File: src/rtl/id_imm_ext_pipe.sv
// ID-to-EX immediate stage: opcode-driven 16->32 bit immediate extension feeding
// a 2-entry valid/ready skid buffer. Define BRANCH_OFF_EN to add the out_br_off port.
module id_imm_ext_pipe (
  input  logic        clk,
  input  logic        rst_n,
  input  logic        in_valid,
  output logic        in_ready,
  input  logic [31:0] in_instr,
  input  logic        flush,
  output logic        out_valid,
  input  logic        out_ready,
  output logic [31:0] out_imm,
  output logic        out_is_imm,
  output logic        ext_sign
`ifdef BRANCH_OFF_EN
  ,
  output logic [31:0] out_br_off
`endif
);

  typedef enum logic [1:0] {
    EXT_NONE,
    EXT_SIGN,
    EXT_ZERO,
    EXT_UPPER
  } ext_mode_e;

  typedef struct packed {
    logic [31:0] imm;
    logic        is_imm;
    logic        sign;
`ifdef BRANCH_OFF_EN
    logic [31:0] br_off;
`endif
  } entry_t;

  logic [5:0] opcode;
  ext_mode_e  in_mode;
  entry_t     in_ent;

  // rs/rt fields are not consumed by the extender.
  logic unused_rs_rt;
  assign unused_rs_rt = ^in_instr[25:16];

  assign opcode = in_instr[31:26];

  always_comb begin
    unique case (opcode)
      6'h04, 6'h05,
      6'h08, 6'h09, 6'h0A, 6'h0B,
      6'h23, 6'h2B: in_mode = EXT_SIGN;
      6'h0C, 6'h0D, 6'h0E: in_mode = EXT_ZERO;
      6'h0F:               in_mode = EXT_UPPER;
      default:             in_mode = EXT_NONE;
    endcase
  end

  always_comb begin
    // NOTE: every field gets a default before the case so no latch is inferred.
    in_ent = '0;
    case (in_mode)
      EXT_SIGN: begin
        in_ent.imm    = {{16{in_instr[15]}}, in_instr[15:0]};
        in_ent.is_imm = 1'b1;
        in_ent.sign   = 1'b1;
      end
      EXT_ZERO: begin
        in_ent.imm    = {16'h0000, in_instr[15:0]};
        in_ent.is_imm = 1'b1;
      end
      EXT_UPPER: begin
        in_ent.imm    = {in_instr[15:0], 16'h0000};
        in_ent.is_imm = 1'b1;
      end
      default: ;
    endcase
`ifdef BRANCH_OFF_EN
    if (opcode == 6'h04 || opcode == 6'h05) begin
      in_ent.br_off = {{14{in_instr[15]}}, in_instr[15:0], 2'b00};
    end
`endif
  end

  // Main (M) drives the outputs; skid (S) catches the one input accepted
  // while M is stalled, so in_ready never depends on out_ready.
  logic   m_valid_q, m_valid_d;
  logic   s_valid_q, s_valid_d;
  entry_t m_q, m_d;
  entry_t s_q, s_d;

  logic accept;
  logic pop;

  assign in_ready = !s_valid_q;
  assign accept   = in_valid && in_ready;
  assign pop      = m_valid_q && out_ready;

  always_comb begin
    m_valid_d = m_valid_q;
    s_valid_d = s_valid_q;
    m_d       = m_q;
    s_d       = s_q;

    if (pop && s_valid_q) begin
      m_d       = s_q;
      m_valid_d = 1'b1;
      if (accept) begin
        s_d       = in_ent;
        s_valid_d = 1'b1;
      end else begin
        s_valid_d = 1'b0;
      end
    end else if (pop || !m_valid_q) begin
      if (accept) begin
        m_d       = in_ent;
        m_valid_d = 1'b1;
      end else begin
        m_valid_d = 1'b0;
      end
    end else if (accept) begin
      s_d       = in_ent;
      s_valid_d = 1'b1;
    end

    // Flush wins over any same-cycle accept or pop; payloads are don't-care.
    if (flush) begin
      m_valid_d = 1'b0;
      s_valid_d = 1'b0;
    end
  end

  // NOTE: payload registers are reset too, since the outputs must read zero out of reset.
  always_ff @(posedge clk or negedge rst_n) begin
    if (!rst_n) begin
      m_valid_q <= 1'b0;
      s_valid_q <= 1'b0;
      m_q       <= '0;
      s_q       <= '0;
    end else begin
      // NOTE: non-blocking assignments keep every register sampling pre-edge values.
      m_valid_q <= m_valid_d;
      s_valid_q <= s_valid_d;
      m_q       <= m_d;
      s_q       <= s_d;
    end
  end

  assign out_valid  = m_valid_q;
  assign out_imm    = m_q.imm;
  assign out_is_imm = m_q.is_imm;
  assign ext_sign   = m_q.sign;
`ifdef BRANCH_OFF_EN
  assign out_br_off = m_q.br_off;
`endif

endmodule

File: config.mk
export PLATFORM = sky130hd
export DESIGN_NAME = id_imm_ext_pipe
export DESIGN_NICKNAME = d
export VERILOG_FILES = /design/src/rtl/id_imm_ext_pipe.sv
export SDC_FILE = /design/constraint.sdc
export NUM_CORES = 1
export LEC_CHECK = 0
export BUFFER_PORTS_ARGS = -buffer_cell sky130_fd_sc_hd__buf_4
export CORE_MARGIN = 2
export CORE_UTILIZATION = 53
export DETAILED_ROUTE_END_ITERATION = 12
export PLACE_DENSITY = 0.8
export SLEW_MARGIN = 25
export SYNTH_ARGS = -nofsm -noshare
export SYNTH_HDL_FRONTEND = slang
export SYNTH_SLANG_ARGS = --single-unit
File: constraint.sdc
create_clock -name clk -period 2.1 [get_ports clk]
set_input_delay 0.42 -clock clk [delete_from_list [all_inputs] [get_ports clk]]
set_output_delay 0.42 -clock clk [all_outputs]
set_load 0.02 [all_outputs]
**After elaboration in Yosys (flattened, before gate mapping)**

Cells that the tools add are included.

- Output and inout port bits: 36
- Word-level logic and storage cells: 56
- Register bits after elaboration: 70

- Reduce and logical (&&, ||, !) cells: 14
- Multiplexer cells: 17
- Eq/ne operators: 17

Operator list:

| cell | count |
|---|---|
| two-way mux 34 bit | 6 |
| one-hot mux 33 bit (3 select lines) | 1 |
| == test 6 x 4 -> 1 bit (second input constant) | 8 |
| == test 6 x 3 -> 1 bit (second input constant) | 2 |
| == test 6 bit (second input constant) | 2 |
| two-way mux 1 bit | 9 |
| OR reduction 8 bit | 1 |
| one-hot mux 2 bit (3 select lines) | 1 |
| nonzero test 3 bit | 2 |
| == test 2 bit (second input constant) | 2 |
| AND reduction 2 bit | 2 |
| nonzero test 2 bit | 2 |
| logical AND 1 bit | 3 |
| != test 3 bit (second input constant) | 1 |
| OR reduction 3 bit | 1 |
| == test 2 x 1 -> 1 bit (second input constant) | 1 |
| logical NOT 1 bit | 2 |
| != test 2 bit (second input constant) | 1 |
| logical OR 1 bit | 1 |

**Depth between registers and ports, before layout**

Gate-level depths: netlist of the first run.

- Depth after elaboration: 8
- Mapped depth: 6
- Gate-level depth less buffers: 4

**Worst setup path before layout of the first run**

No wires, ideal clock.

- Kind: reg-to-reg
- From: register m_valid_q, in the netlist out_valid
- To: register m_q, in the netlist out_imm[10]
- Setup time: 0.064 ns
- Cell stages (with the launch flop): 7
- Arrival time: 1.537 ns
- Clock period less this slack: 1.600 ns
- Path slack: 0.500 ns
- Path through: dfrtp_1 > buf_2 > and3_1 > a21oi_2 > buf_2 > a22o_1 > a21o_1

- Word-level cells in the longest chain between the ends: 4
- Elaborated cells on any way between the ends: 8
- Those cells by class: mux (1); reduce/logical (7)

Ends and longest elaborated chain:

| what | RTL line | RTL |
|---|---|---|
| from (decl) | 86 | `logic m_valid_q, m_valid_d;` |
| from (signal assigned) | 141 | `m_valid_q <= m_valid_d;` |
| logical AND 1 bit or logical NOT 1 bit (tied branches) | 96, 113 |  |
| logical AND 1 bit or logical OR 1 bit (tied branches) | 104, 113 |  |
| nonzero test 2 bit (no source line) | - |  |
| AND reduction 2 bit (no source line) | - |  |
| to (signal assigned) | 143 | `m_q <= m_d;` |
| to (decl) | 88 | `entry_t m_q, m_d;` |

Parallel ways exist; a longest one is shown, timed or not.
A chain may end at the register's enable or synchronous reset.

**Worst setup path after layout of the first run**

- From: register m_valid_q, in the netlist out_valid
- To: register m_q, in the netlist out_imm[2]

Same word-level chain as after synthesis.

==> qor.txt, run 1 <==
flop2flop setup slack: 0.20 ns
f_max: 527.4 MHz
first-pass detailed-route iteration total: 4
Die Area: 0.006627 mm2
CTS Buf Count: 9
Min-Delay Path Class: input port to async pin
area leader, netlist: dfrtp_1
final hold vios: 0
Ports: 73
WP depth: 4
FF+latch count, synth: 70
actual slew at the worst max-slew pin: 1.032 ns
Critical Path Source: out_valid
Cell variety after synth: 36
CTS tree: done
CTS max path bufs: 2
crit path buf inv count: 0
Antenna Cells: 0
Routed WL per cell: 17.57 um
number of remaining DRC errors: 0
CP max-delay cell: a21oi_2
multi-input logic area: 0.001320 mm2
Max IR drop VDD: 585.0 uV
number of global-route vias before repair: 2667
Core ar.: 0.005851 mm2
r2r endpoint: out_imm[2]
Die Y-Extent: 81.41 um
Die Span X: 81.41 um
Crit path required time: 2.39 ns
largest net degree at the start of global routing: 39
antenna violations before repair: 0
commonest non-fill, non-tap cells in the layout: buf_4, dfrtp_1, nand2_1
cells along the critical path: nand2b_1 -> a21oi_2 -> a22o_1 -> a21o_1
# rows: 28
GRT Total Usage: 26.07%
crit path to: out_imm[2]
final wirelength: 8045 um
fin crit share: 90.28%
clk_skew: 0.008433 ns
Crit Path Category: register to register
Clock Sinks: 70
total of cells resized after clock tree synthesis: 0
worst r2r src: out_valid
CP max FO: 19
first-pass GRT wire length: 12830 um
post-CTS setup buffer count: 0
startpoint types: register
dominant cells by area after synthesis: dfrtp_1, a22o_1, nand2_1
grt total ovfl: 0
clk slew on worst S/H paths: 0.08 ns
TNS Setup: 0 ns
synthesized instance count: 312
register area share after synthesis: 55.16%
Max Cap Viol: 0
Hold-fix buffers, CTS: 0
max-slew violation count: 0
Top delay family on crit path: compound AO/OA/AOI/OAI gates
minimum clock period after layout: 1.896 ns
Hold WS: 0.01105 ns
Via density: 5.902
Worst path max stage delay: 0.80 ns
syn nets: 349
fin nets: 415
layout cells sized above 1: 25.59%
Synth warnings: 0
synth-to-layout area growth: 26.28%
count of input and output buffers: 62
Worst R2R Path Depth: 4
Critical Path AT: 2.18 ns
filler cell count: 446
headroom to the max-slew limit: 31.23%
post-synthesis area per instance: 10.18 um2
post-route ant nets: 0
vias post-DR: 2703
hpwl dp: 5406 um
Pwr Density: 821.3 mW/mm2
RD Place Congestion: 0.8234
cell area after synthesis: 0.003176 mm2
H-tree depth: 3
Final setup viols: 0
most common cell after layout, fill and taps aside: buf_4
clock root buffer: clkbuf_8
Reg area: 0.001752 mm2
RSZ-0062 raised after global routing: false
Initial DRC Count: 276
Worst setup EP type: register
post-synth top area share: 55.16%
leakage: 0.001981 uW
status: complete, no violations
Starting Density: 54.28%
clock latency on the worst-skew pair: 0.35 ns
## flip-flops by register name, summed over array words and instances, names as in the netlist
register    count
s_q            34
out_imm        32
ext_sign        1
out_is_imm      1
out_valid       1
s_valid_q       1
## area by class of cell
class                           count  area share, %
Clock buffer                       13          4.212
Clock inverter                      3          1.622
Inverter                            4         0.3744
Multi-Input combinational cell    217          32.92
Sequential cell                    70          43.68
Tap cell                           75          2.340
Timing Repair Buffer               76          14.85
## synth_stat cells (all sizes together)
master	n
o2bb2ai	1
nand4b	1
a221o	1
nand3	1
nor4bb	1
nor2b	2
a31oi	1
buf	6
o21bai	3
nand2b	5
or4b	1
dfrtp	70
and2	2
a22oi	17
or3b	1
nor2	2
a21o	17
o21ai	51
nand2	52
a22o	31
a211oi	3
inv	3
and3	1
clkbuf	15
nor4	1
nand3b	1
clkinv	1
a31o	1
a21oi	20
## worst min-delay path by stage
stage	from	end	cells past startpoint
5_1_grt	rst_n	out_imm[19]	1
3_5_place_dp	rst_n	out_imm[19]	1
3_3_place_gp	rst_n	out_imm[18]	1
6_report	rst_n	out_imm[3]	1
2_1_floorplan	rst_n	ext_sign	0
4_1_cts	rst_n	out_imm[19]	1
## kinds of logic after synthesis
family | after synthesis | share of synthesized area [%]
AO/OA/AOI/OAI | 146 | 30.85
flip-flops | 70 | 55.16
AND/OR/NAND/NOR | 71 | 10.52
buffers and inverters | 25 | 3.467
## report_power, final
group	switching, uW	internal, uW
clock network	491	765
registers	77.6	1460
logic	285	214
## stage by stage
| stage | cell area [um2] | power [uW] | setup WS (ns) | cells | util [%] |
|---|---|---|---|---|---|
| 2_1_floorplan | 3176 | 1808 | 0.4995 | 312 | - |
| 3_3_place_gp | 3776 | 2044 | 0.1977 | 442 | 64.54 |
| 3_5_place_dp | 3776 | 2063 | 0.1534 | 442 | 64.54 |
| 4_1_cts | 4010 | 3306 | 0.2079 | 458 | 68.54 |
| 5_1_grt | 4010 | 3436 | 0.07345 | 458 | 68.54 |
| 6_report | 4010 | 3293 | 0.2041 | 458 | 68.54 |
## layer usage
metal | share of wire [%] | GRT usage [%] | wire length, um | up-vias
li1 | - | - | - | 1273
met1 | 44 | 36.16 | 3530 | 1312
met2 | 48 | 39.67 | 3822 | 105
met3 | 7.1 | 7.889 | 570 | 13
met4 | 1.5 | 7.627 | 122 | 0
met5 | 0 | 0 | 0 | -
No activity file was read; power rests on OpenSTA's default activity.
==> run 2: changes to the inputs <==
PLACE_DENSITY = 0.84   (was 0.8)
==> run 2 against run 1 <==
Against the previous run:
- global-route usage shrank 0.71 points
- critical path depth shrank 2
- clock power shrank 29%
- critical endpoint is now out_valid
- cell count shrank 0.87%
- sequential power is essentially flat
- non-clock buffer count shrank 3
- fmax grew 7.2%
- first-iteration DRC count shrank 7.6%
==> qor.txt, run 2 (same netlist as run 1, synthesis figures left out) <==
placed cells: 439 (-0.68%)
Initial DRC Count: 255 (-7.6%)
RSZ-0062 raised after global routing: false
Critical Path AT: 1.35 ns (-0.83 ns)
share of power burned in registers: 52.7% (+6.0 points)
Net Sw Power: 837.2 uW (-1.9%)
actual slew at the worst max-slew pin: 0.7397 ns (-0.2919 ns)
clk_skew: 0.006274 ns (-0.002159 ns)
number of global-route vias before repair: 2631 (-1.3%)
Top delay family on crit path: flip-flops
clock latency on the worst-skew pair: 0.33 ns (-0.02 ns)
first-pass detailed-route iteration total: 4 (unchanged)
Die Y-Extent: 81.41 um (unchanged)
CTS tree: done
H-tree depth: 3 (unchanged)
Die Span X: 81.41 um (unchanged)
Via density: 5.967 (+1.1%)
fin nets: 412 (-0.72%)
status: complete, no violations
Crit path required time: 1.68 ns (-0.71 ns)
commonest non-fill, non-tap cells in the layout: buf_4, dfrtp_1, nand2_1
antenna violations before repair: 0 (unchanged)
Core ar.: 0.005851 mm2 (unchanged)
Max Cap Viol: 0 (unchanged)
crit path to: out_valid
max FFs per register: 34 (unchanged)
hpwl dp: 5376 um (-0.55%)
Sw Share: 28.66% (+2.7 points)
GRT Total Usage: 25.36% (-0.71 points)
post-route ant nets: 0 (unchanged)
Final setup viols: 0 (unchanged)
max-slew violation count: 0 (unchanged)
most common cell after layout, fill and taps aside: buf_4
final wirelength: 7880 um (-2.1%)
Critical Path Source: out_valid
grt total ovfl: 0 (unchanged)
Reg area: 0.001752 mm2 (unchanged)
vias post-DR: 2709 (+0.22%)
TNS Setup: 0 ns (unchanged)
Hold WS: 0.03770 ns (+0.02665 ns)
crit-path most repeated cell: buf_4
count of input and output buffers: 62 (unchanged)
crit path buf inv count: 2 (+2)
synth-to-layout area growth: 23.05%
CTS max path bufs: 2 (unchanged)
# rows: 28 (unchanged)
fin crit share: 84.20% (-6.1 points)
Ports: 73 (unchanged)
Antenna Cells: 0 (unchanged)
WP depth: 2 (-2)
minimum clock period after layout: 1.768 ns (-0.1277 ns)
Worst setup EP type: output pin
worst r2r src: out_valid
Max IR drop VDD: 428.9 uV (-27%)
CTS Buf Count: 9 (unchanged)
Die Area: 0.006627 mm2 (unchanged)
first-pass GRT wire length: 12700 um (-0.97%)
f_max: 565.5 MHz (+7.2%)
layout cells sized above 1: 25.07% (-0.52 points)
headroom to the max-slew limit: 50.68% (+19 points)
number of remaining DRC errors: 0 (unchanged)
clk slew on worst S/H paths: 0.07 ns (about the same)
P_int: 2084 uW (-15%)
RD Place Congestion: 0.8079 (-1.9%)
Hold-fix buffers, CTS: 0 (unchanged)
startpoint types: register
Gate power share: 16.8% (+1.7 points)
Routed WL per cell: 17.36 um (-1.2%)
fin cells: 454 (-0.87%)
Clock Sinks: 70 (unchanged)
Pwr Density: 747.6 mW/mm2 (-9.0%)
CP max FO: 12 (-7)
filler cell count: 462 (+3.6%)
Starting Density: 54.28% (unchanged)
multi-input logic area: 0.001331 mm2 (+0.85%)
largest net degree at the start of global routing: 37 (-5.1%)
part of the power in the clock network: 30.4% (-7.7 points)
Min-Delay Path Class: input port to async pin
r2r endpoint: out_imm[8]
Worst path max stage delay: 0.61 ns (-0.19 ns)
CP max-delay cell: dfrtp_1
cells along the critical path: buf_4 -> buf_4
post-CTS setup buffer count: 0 (unchanged)
leakage: 0.001927 uW (-2.7%)
Crit Path Category: register to output pin
Worst R2R Path Depth: 4 (unchanged)
flop2flop setup slack: 0.36 ns (+0.16 ns)
Largest Register: s_q
Core Util, Final: 66.79% (-1.8 points)
total of cells resized after clock tree synthesis: 0 (unchanged)
Total Power: 2921 uW (-11%)
clock root buffer: clkbuf_8
final hold vios: 0 (unchanged)
[run 2: metal layers]
layer / GRT usage [%] / up-vias / share of wire, %
met3: 4.889 / 7 / 6.4
met4: 7.458 / 0 / 1.0
met5: 0 / - / 0
li1: - / 1262 / -
met1: 35.02 / 1345 / 44
met2: 40.82 / 95 / 49
[run 2: cell type report]
class	instances	area share, %
Timing Repair Buffer	73	14.35
Clock inverter	5	0.7045
Multi-Input combinational cell	217	34.07
Sequential cell	70	44.83
Clock buffer	10	3.266
Tap cell	75	2.402
Inverter	4	0.3842
[run 2: how the worst min path moves through the flow]
stage	startpoint	endpoint	slack, ns
after CTS	rst_n	s_q[7]	0.04
after global placement	rst_n	out_imm[20]	0.40
after detailed placement	rst_n	out_imm[20]	0.41
final	rst_n	out_imm[20]	0.04
after global routing	rst_n	out_imm[0]	0.07
after floorplan	rst_n	ext_sign	0.12
[run 2: power groups by stage]
stage	combinational (uW)	clock [uW]	sequential [uW]
floorplan	203	0	1610
global placement	476	0	1560
detailed placement	493	0	1560
CTS	495	909	1540
global route	543	953	1550
finish	492	889	1540
[run 2: through the flow]
stage	setup slack, ns	cell area (um2)
2_1_floorplan	0.4995	3176
3_3_place_gp	0.07771	3741
3_5_place_dp	0.1203	3745
4_1_cts	0.1232	3900
5_1_grt	0.2180	3908
6_report	0.3317	3908
